===== src/rtl/mult_seq_ctrl_if.sv =====
// Operand/product handshake bundle for the sequential shift-and-add multiplier.
interface mult_seq_ctrl_if #(parameter int n = 5) ();
    logic                   in_valid;
    logic                   in_ready;
    logic [n-1:0]           in_multiplicand;
    logic [n-1:0]           in_multiplier;
    logic                   out_valid;
    logic                   out_ready;
    logic [2*n-1:0]         out_product;
    logic [$clog2(n):0]     out_cycles;
    logic                   busy;

    modport slave (
        input  in_valid, in_multiplicand, in_multiplier, out_ready,
        output in_ready, out_valid, out_product, out_cycles, busy
    );

    modport master (
        output in_valid, in_multiplicand, in_multiplier, out_ready,
        input  in_ready, out_valid, out_product, out_cycles, busy
    );
endinterface


===== src/rtl/mult_seq_ctrl.sv =====
// Sequential shift-and-add multiplier: one multiplier bit per clock, IDLE/RUN/DONE.
// Define MULT_SEQ_SKIP_ZERO_EN to exit RUN early once the remaining multiplier bits are zero.
module mult_seq_ctrl #(
    parameter int n = 5
) (
    input  logic                  clk,
    input  logic                  rst_n,
    mult_seq_ctrl_if.slave        mul_if
);
    localparam int IW = (n > 1) ? $clog2(n) : 1;
    localparam int CW = $clog2(n) + 1;

    typedef enum logic [1:0] {IDLE, RUN, DONE} state_t;

    state_t          state_q, state_d;
    logic [2*n-1:0]  mcand_q, acc_q;
    logic [n-1:0]    mplier_q;
    logic [IW-1:0]   idx_q;
    logic [CW-1:0]   cycles_q;

    logic            accept;
    logic            last;
    logic            skip;
    logic [2*n-1:0]  pp;

    assign accept = (state_q == IDLE) && mul_if.in_valid;
    assign pp     = mplier_q[idx_q] ? (mcand_q << idx_q) : '0;

`ifdef MULT_SEQ_SKIP_ZERO_EN
    // At idx = n-1 the shift amount may wrap, but last is already forced there.
    assign skip = ((mplier_q >> (idx_q + IW'(1))) == '0);
`else
    assign skip = 1'b0;
`endif

    assign last = (idx_q == IW'(n - 1)) || skip;

    always_ff @(posedge clk or negedge rst_n) begin
        if (!rst_n) state_q <= IDLE;
        else        state_q <= state_d;
    end

    always_comb begin
        state_d = state_q;
        case (state_q)
            IDLE:    if (mul_if.in_valid) state_d = RUN;
            RUN:     if (last)            state_d = DONE;
            DONE:    if (mul_if.out_ready) state_d = IDLE;
            default:                      state_d = IDLE;
        endcase
    end

    always_comb begin
        mul_if.in_ready    = (state_q == IDLE);
        mul_if.out_valid   = (state_q == DONE);
        mul_if.busy        = (state_q == RUN) || (state_q == DONE);
        mul_if.out_product = acc_q;
        mul_if.out_cycles  = cycles_q;
    end

    always_ff @(posedge clk or negedge rst_n) begin
        if (!rst_n) begin
            mcand_q  <= '0;
            mplier_q <= '0;
            acc_q    <= '0;
            idx_q    <= '0;
            cycles_q <= '0;
        end else if (accept) begin
            mcand_q  <= (2*n)'(mul_if.in_multiplicand);
            mplier_q <= mul_if.in_multiplier;
            acc_q    <= '0;
            idx_q    <= '0;
            cycles_q <= '0;
        end else if (state_q == RUN) begin
            acc_q    <= acc_q + pp;
            idx_q    <= idx_q + IW'(1);
            cycles_q <= cycles_q + CW'(1);
        end
    end
endmodule


===== src/flat_wrapper.sv =====
// flat-port wrapper written by rule: the top's interface ports become plain ports
module mult_seq_ctrl_flat 
#(
    parameter int n = 5
)
  (clk, rst_n, mul_if_in_valid, mul_if_in_multiplicand, mul_if_in_multiplier, mul_if_out_ready, mul_if_in_ready, mul_if_out_valid, mul_if_out_product, mul_if_out_cycles, mul_if_busy);
  mult_seq_ctrl_if #(.n(n)) mul_if_i ();
  input  logic clk;
  input  logic rst_n;
  input wire logic [$bits(mul_if_i.in_valid)-1:0] mul_if_in_valid;
  input wire logic [$bits(mul_if_i.in_multiplicand)-1:0] mul_if_in_multiplicand;
  input wire logic [$bits(mul_if_i.in_multiplier)-1:0] mul_if_in_multiplier;
  input wire logic [$bits(mul_if_i.out_ready)-1:0] mul_if_out_ready;
  output wire logic [$bits(mul_if_i.in_ready)-1:0] mul_if_in_ready;
  output wire logic [$bits(mul_if_i.out_valid)-1:0] mul_if_out_valid;
  output wire logic [$bits(mul_if_i.out_product)-1:0] mul_if_out_product;
  output wire logic [$bits(mul_if_i.out_cycles)-1:0] mul_if_out_cycles;
  output wire logic [$bits(mul_if_i.busy)-1:0] mul_if_busy;
  assign mul_if_i.in_valid = mul_if_in_valid;
  assign mul_if_i.in_multiplicand = mul_if_in_multiplicand;
  assign mul_if_i.in_multiplier = mul_if_in_multiplier;
  assign mul_if_i.out_ready = mul_if_out_ready;
  assign mul_if_in_ready = mul_if_i.in_ready;
  assign mul_if_out_valid = mul_if_i.out_valid;
  assign mul_if_out_product = mul_if_i.out_product;
  assign mul_if_out_cycles = mul_if_i.out_cycles;
  assign mul_if_busy = mul_if_i.busy;
  mult_seq_ctrl #(.n(n)) u_core (.clk(clk), .rst_n(rst_n), .mul_if(mul_if_i));
endmodule

===== config.mk =====
export PLATFORM = sky130hd
export DESIGN_NAME = mult_seq_ctrl_flat
export DESIGN_NICKNAME = d
export VERILOG_FILES = /design/src/rtl/mult_seq_ctrl_if.sv /design/src/rtl/mult_seq_ctrl.sv /design/src/flat_wrapper.sv
export SDC_FILE = /design/constraint.sdc
export NUM_CORES = 1
export LEC_CHECK = 0
export ABC_AREA = 1
export BUFFER_PORTS_ARGS = -buffer_cell sky130_fd_sc_hd__buf_2
export CORE_MARGIN = 2
export CORE_UTILIZATION = 63
export CTS_BUF_LIST = sky130_fd_sc_hd__clkbuf_4 sky130_fd_sc_hd__clkbuf_8
export CTS_CLUSTER_SIZE = 30
export DETAILED_ROUTE_END_ITERATION = 8
export PLACE_DENSITY_LB_ADDON = 0.1
export SYNTH_ARGS = -nofsm -noshare
export SYNTH_HDL_FRONTEND = slang
export SYNTH_SLANG_ARGS = --single-unit

===== constraint.sdc =====
create_clock -name clk -period 4.05 [get_ports clk]
set_input_delay 0.2025 -clock clk [delete_from_list [all_inputs] [get_ports clk]]
set_output_delay 0.2025 -clock clk [all_outputs]
set_load 0.005 [all_outputs]

==> key figures, run 1 <==
Outcome
  – Status: finished clean

Routing
  – Drt total wl: between 3000 and 4000 microns
  – Post-route ant nets: 0
  – Vias: 1776
  – DRC: 0
  – DRT Pass-1 Iters: 4
  – Starting DRT DRC Count: between 80 and 90
  – Routed len/inst: around 12 microns
  – Vias per cell: 5.415

Die
  – Die area: 3487 sq um
  – Starting density of the core: 67.49%
  – Core Area: between 2000 and 3000 sq um
  – Die Wd: 59.05 microns
  – Num rows: 19
  – Die Y: just under 60 microns
  – Io pins: 31

Min path
  – Min-delay worst type: input pin to flip-flop
  – Hold Path Depth: 3
  – Hold Startpoint: mul_if_in_multiplier[4]

Setup path
  – Worst stage delay on the critical path: just under 0.6 ns
  – Crit path required time: 4.28 ns
  – CP max-delay cell: dfrtp_1
  – R2r worst-path depth: 15
  – WP data arrival: ~2.8 ns
  – Critical Path Start: u_core.idx_q[0]$_DFFE_PN0P_
  – CP most frequent cell: nand2_1
  – Crit-path cells: nor2_1 > nor2_1 > o21ai_1 > o21ai_2 > nand2_2 > nor2_1 > ha_1 > inv_1 > fa_1 > o21ai_2 > nand2_1 > nand2_1 > nand2_1 > nand3_1 > nand2_1
  – Worst Setup Start Kind: flip-flop
  – Setup CP Type: flip-flop to flip-flop
  – CP Max Fanout: 11
  – R2r startpoint: u_core.idx_q[0]$_DFFE_PN0P_
  – CP Capture Type: flip-flop

Yosys
  – Post-synthesis compound-gate area fraction: a little under an eighth
  – Post-synthesis simple-gate area fraction: 30.93%
  – Xor/xnor share of the synthesized area: 0.4587%
  – Syn Nets: 294
  – Dominant synthesized flop cell: dfrtp_1
  – Post-synthesis register bit count: 29
  – Area share of fa/ha/maj cells after synthesis: 10.88%
  – Post-synthesis sequential area ratio: 38.01%
  – Largest family of logic cells by synthesized area: simple AND/OR/NAND/NOR gates
  – Library cells used by synthesis: 27
  – Yosys warns: 0
  – EDFF count, synth: 0
  – Post-synth ARST share: 100.0%
  – Mux cell area share after synthesis: 0%
  – Syn Inst Count: 264
  – Mean post-synth cell area: 7.232 sq um
  – Synth Cell Area: 1909 sq um

Timing
  – Worst slew pin tran: 0.8652 ns
  – Setup TNS: 0 ns
  – Clock skew: 0.01334 ns
  – Final setup viols: 0
  – Max Fclk: slightly below 400 MHz
  – Tcrit/Tclk final: 63.18%
  – Post-route worst setup slack: 1.491 ns
  – Slew HR: a little over two fifths
  – Fin. Hold Viols: 0
  – Final Slew Violations: 0
  – Hold_ws: 0.05143 ns
  – RSZ-0062 raised after global routing: no
  – Tmin final: about 2.6 ns

Cells and area
  – Area Overhead vs Synth: 11.53%
  – N_diodes: 0
  – Layout cells sized above 1: 17.17%
  – Nets: 326
  – Final Core Density: between 70% and 80%

CTS
  – Post-CTS Resized: 0
  – Later-pin clock latency in the skew report: 0.33 ns
  – Clock transition at the registers of the reported paths: 0.09 ns
  – Clock sinks: 29
  – Clk root buf: clkbuf_4
  – CTS Buf Count: 5
  – Post-CTS Setup Inserts: 0
  – CTS tree: yes
  – Worst-case clock buffer depth: 2
  – H-tree levels: 2

Global route
  – First-pass GRT wire length: 6513 microns
  – Total gr overflow: 0
  – Largest net degree at the start of global routing: 30
  – GRT Util Overall: 25.10%
  – Vias in the first global route: 1467
  – Initial antenna violation count: 0

Power
  – PD cells: slightly below 700 nW/um^2
  – Worst vdd ir: 0.0004292 V
  – Static leakage: 1.216 nW
  – Power Total: 1.458 mW

Place
  – DP Wirelength: 2959 microns
  – IO Port Bufs: 30
  – Worst slack, placed: 1.516 ns
  – RD Place Congestion: 0.9019

Flow run
  – Max-cap violations: 0
[stage by stage]
step	cells	area, sq um
after floorplan	264	1909
after global placement	319	2059
after detailed placement	319	2059
after CTS	328	2130
after global routing	328	2130
final	328	2130
[flip-flops by register name, summed over array words and instances (netlist names)]
register	count
u_core.mul_if.out_product	10
u_core.mplier_q	5
u_core.idx_q	3
u_core.mul_if.out_cycles	4
u_core.state_q	2
u_core.mcand_q	5
[synth_stat cells (2+ instances only)]
master    number  area [sq um]
nand2_1      103         386.6
dfrtp_1       29         725.7
inv_1         26         97.59
nor2_1        18         67.56
o21ai_0       18         90.09
ha_1          15         187.7
nand3_1       11         55.05
a21oi_1        8         40.04
buf_2          4         20.02
nand2_2        4         25.02
o21ai_2        4         35.03
nand4_1        3         18.77
o21ai_1        3         15.01
o22ai_1        3         18.77
inv_2          2         7.510
nand3b_1       2         15.01
[final timing paths]
check / to / slack (ns)
hold reg to reg: u_core.mplier_q[4]$_DFFE_PN0P_ / 0.49
setup / recovery: u_core.mul_if.out_product[6]$_DFFE_PN0P_ / 1.49
setup reg to reg: u_core.mul_if.out_product[6]$_DFFE_PN0P_ / 1.49
min in group asynchronous: u_core.mul_if.out_product[1]$_DFFE_PN0P_ / 0.43
max in group asynchronous: u_core.mul_if.out_cycles[2]$_DFFE_PN0P_ / 3.19
hold / removal: u_core.mplier_q[4]$_DFFE_PN0P_ / 0.05
[layer usage]
| layer | wire length (microns) | part of all wire (%) | vias to the layer above | track usage (%) |
|---|---|---|---|---|
| li1 | - | - | 904 | - |
| met1 | 1983 | 50 | 800 | 35.88 |
| met2 | 1683 | 43 | 68 | 36.98 |
| met3 | 235 | 6.0 | 4 | 6.769 |
| met4 | 33 | 0.84 | 0 | 8.442 |
| met5 | 0 | 0 | - | 0 |
[layout by cell type, fill, tap and decap left out, types with 2 or more instances in the layout]
master | synthesis | routed
o21ai_2 | 4 | 4
ha_1 | 15 | 15
inv_2 | 2 | 2
o21ai_1 | 3 | 3
o21ai_0 | 18 | 18
nor2_1 | 18 | 18
inv_1 | 26 | 26
buf_2 | 4 | 30
a21oi_1 | 8 | 8
dfrtp_1 | 29 | 29
nand3_1 | 11 | 11
clkbuf_4 | 0 | 8
nand3b_1 | 2 | 2
nand2_2 | 4 | 4
nand2_1 | 103 | 103
nand4_1 | 3 | 3
o22ai_1 | 3 | 3
[layout make-up]
| type | instances | area, sq um |
|---|---|---|
| tap | 31 | 38.79 |
| inverter | 29 | 113.9 |
| clock buffer | 8 | 60.06 |
| timing repair buffer | 31 | 160.2 |
| multi-input combinational | 200 | 1031 |
| fill | 215 | 699.4 |
| sequential | 29 | 725.7 |
[cells by family after synthesis]
logic type	count (synthesis)
compound gates	39
xor+xnor	1
fa+ha+maj	16
buf+inv	35
flops	29
simple gates	144
[timing repair]
| item | 4_1_cts | 5_1_grt |
|---|---|---|
| hold buffers | 1 | 0 |
| setup endpoints to repair | 0 | 0 |
| endpoints found under the hold margin | 29 | 0 |
[power breakdown]
part / switching (mW) / total [mW] / internal (mW)
Clock: 0.0969 / 0.186 / 0.0891
Sequential: 0.0977 / 0.493 / 0.395
Combinational: 0.496 / 0.779 / 0.283
Total: 0.690 / 1.46 / 0.768
[worst max-delay path, delay by kind of cell (launching register included)]
family	cells	cell delay, ns
simple gates	9	0.77
fa+ha+maj	2	0.62
compound gates	3	0.43
flops	1	0.59
buf+inv	1	0.06
No activity file was read; power rests on OpenSTA's default activity.
==> inputs of run 2 (changes only) <==
--- a/config.mk
+++ b/config.mk
@@ -8,7 +8,7 @@
 export ABC_AREA = 1
 export BUFFER_PORTS_ARGS = -buffer_cell sky130_fd_sc_hd__buf_2
 export CORE_MARGIN = 2
-export CORE_UTILIZATION = 63
+export CORE_UTILIZATION = 53
 export CTS_BUF_LIST = sky130_fd_sc_hd__clkbuf_4 sky130_fd_sc_hd__clkbuf_8
 export CTS_CLUSTER_SIZE = 30
 export DETAILED_ROUTE_END_ITERATION = 8
==> constraint.sdc (replaced) <==
create_clock -name clk -period 2.21 [get_ports clk]
set_input_delay 0.1105 -clock clk [delete_from_list [all_inputs] [get_ports clk]]
set_output_delay 0.1105 -clock clk [all_outputs]
set_load 0.005 [all_outputs]
==> run 2 against run 1 <==
  * Fmax is 18% higher
  * Total power is 120% higher
  * Clock-buffer cell count is 2 lower
  * Final cell count is 14% higher
  * Hold slack better by 0.17 ns
  * Design area is 20% higher
  * Worst setup slack worse by 1.5 ns
  * Sequential power is 85% higher
  * Highest routed layer unchanged
==> key figures, run 2 (synthesis results as in run 1) <==
Cells and area
  – Nets: 358
  – Max FFs per register: 10
  – Area Overhead vs Synth: 34.27%
  – Design Area, Final: roughly 2600 sq um
  – Commonest non-fill, non-tap cell in the layout: nand2_1
  – Multi-input logic area: approximately 1200 sq um
  – FF+latch area: 726.9 sq um
  – Most frequent cells in the layout: nand2_1, buf_2, dfrtp_1, inv_1, buf_4
  – Final Core Density: 75.64%
  – Layout cells sized above 1: about 29%
  – Finished Layout Cells: about 380
  – # fillers: 271
  – N_diodes: 0

Routing
  – DRC: 0
  – Routed len/inst: 12.07 microns
  – Drt total wl: 4525 microns
  – Vias per cell: a little over 5
  – Post-route ant nets: 0
  – Starting DRT DRC Count: 86
  – DRT Pass-1 Iters: 4
  – Vias: roughly 1900

Setup path
  – Worst stage delay on the critical path: 0.48 ns
  – Worst path bufs/invs: 2
  – CP Capture Type: flip-flop
  – Setup CP Type: flip-flop to flip-flop
  – Crit-path cells: clkinv_4 > nor2_1 > o21ai_2 > nand2_2 > nor2_2 > ha_1 > inv_1 > fa_2 > o21ai_4 > nand2_1 > nand2_1 > nand2_1 > nand3_1 > nand2_1
  – CP most frequent cell: nand2_1
  – Crit path required time: between 2 and 2.5 ns
  – CP Max Fanout: 7
  – CP top delay family: simple AND/OR/NAND/NOR gates
  – WP data arrival: around 2.4 ns
  – CP max-delay cell: dfrtp_2
  – Worst Setup Start Kind: flip-flop

Power
  – Static leakage: 1.379 nW
  – Worst vdd ir: 0.0006605 V
  – PD cells: between 1000 and 1500 nW/um^2

Global route
  – Total gr overflow: 0
  – First-pass GRT wire length: roughly 8000 microns
  – Initial antenna violation count: 0
  – GRT Util Overall: 24.99%
  – Vias in the first global route: 1849
  – Largest net degree at the start of global routing: 30

CTS
  – CTS Buf Count: 5
  – Clk root buf: clkbuf_4
  – Clock transition at the registers of the reported paths: 0.10 ns
  – CTS tree: yes
  – Later-pin clock latency in the skew report: approximately 0.34 ns
  – Worst-case clock buffer depth: 2
  – Clock sinks: 29
  – H-tree levels: 2

Timing
  – Worst slew pin tran: 0.6536 ns
  – Final Slew Violations: 0
  – Fin. Hold Viols: 0
  – Clock skew: 0.01467 ns
  – Post-route worst setup slack: 0.03992 ns
  – Max Fclk: ~460 MHz
  – Slew HR: 56.42%
  – Tcrit/Tclk final: ~100%
  – Setup TNS: 0 ns
  – Final setup viols: 0
  – RSZ-0062 raised after global routing: yes
  – Tmin final: about 2.2 ns

Place
  – IO Port Bufs: 30
  – RD Place Congestion: 0.8691
  – Post-Place Cells: 351
  – Worst slack, placed: -0.1785 ns
  – DP Wirelength: roughly 3100 microns
  – Placed Area: 2206 sq um

Die
  – Die area: between 4000 and 5000 sq um
  – Num rows: 21
  – Die Y: about 64 microns
  – Starting density of the core: 56.33%
  – Io pins: 31
  – Core Area: between 3000 and 4000 sq um
  – Die Wd: between 60 and 70 microns

Outcome
  – Status: finished clean

Min path
  – Min-delay worst type: input pin to flip-flop

Flow run
  – Max-cap violations: 0
run 2: area by class of cell:
cell class | count | area share, %
sequential | 29 | 28.36
multi-input combinational | 200 | 46.07
tap | 46 | 2.245
inverter | 29 | 4.441
timing repair buffer | 63 | 16.74
clock buffer | 6 | 1.757
clock inverter | 2 | 0.3904
run 2: through the flow:
| step | power (mW) | hold slack [ns] |
|---|---|---|
| final | 3.235 | 0.2186 |
| after global routing | 3.570 | 0.2538 |
| after CTS | 2.934 | 0.2055 |
| after detailed placement | 2.522 | 0.1757 |
| after global placement | 2.475 | 0.1769 |
| after floorplan | 1.978 | -0.1851 |
run 2: layer usage:
metal | wire, microns | GRT usage (%) | vias to the layer above
met4 | 58 | 8.152 | 0
li1 | - | - | 971
met5 | 0 | 0 | -
met1 | 2017 | 32.09 | 868
met3 | 218 | 5.282 | 6
met2 | 2230 | 41.80 | 40
run 2: final timing paths:
| check | slack (ns) | to | startpoint | cells past startpoint |
|---|---|---|---|---|
| max | 0.04 | u_core.mul_if.out_product[6]$_DFFE_PN0P_ | u_core.idx_q[0]$_DFFE_PN0P_ | 14 |
| min | 0.22 | u_core.state_q[1]$_DFFE_PN0P_ | mul_if_out_ready | 4 |
| max reg2reg | 0.04 | u_core.mul_if.out_product[6]$_DFFE_PN0P_ | u_core.idx_q[0]$_DFFE_PN0P_ | 14 |
| min reg2reg | 0.51 | u_core.mplier_q[4]$_DFFE_PN0P_ | u_core.mplier_q[4]$_DFFE_PN0P_ | 2 |
| max in group asynchronous | 1.41 | u_core.idx_q[0]$_DFFE_PN0P_ | rst_n | 2 |
| min in group asynchronous | 0.34 | u_core.mul_if.out_product[3]$_DFFE_PN0P_ | rst_n | 2 |
run 2: worst reg2reg max path, cell delays in order, from the launching register on:
cell and delay [ns]:
dfrtp_2 0.48, clkinv_4 0.10, nor2_1 0.06, o21ai_2 0.15, nand2_2 0.13, nor2_2 0.10, ha_1 0.17, inv_1 0.06
fa_2 0.36, o21ai_4 0.15, nand2_1 0.10, nand2_1 0.07, nand2_1 0.05, nand3_1 0.07, nand2_1 0.05
run 2: repair_timing:
| item | CTS | global route |
|---|---|---|
| hold buffers | 11 | 0 |
| gates resized for setup | 9 | 29 |
| setup endpoints to repair | 8 | 7 |
| hold endpoints to repair | 39 | 0 |
| setup buffers | 3 | 2 |
| pin swaps | 2 | 8 |
run 2: power breakdown:
| group | switching, mW | internal [mW] |
|---|---|---|
| Combinational | 1.09 | 0.905 |
| Clock | 0.192 | 0.133 |
| Sequential | 0.185 | 0.726 |
| Total | 1.47 | 1.76 |
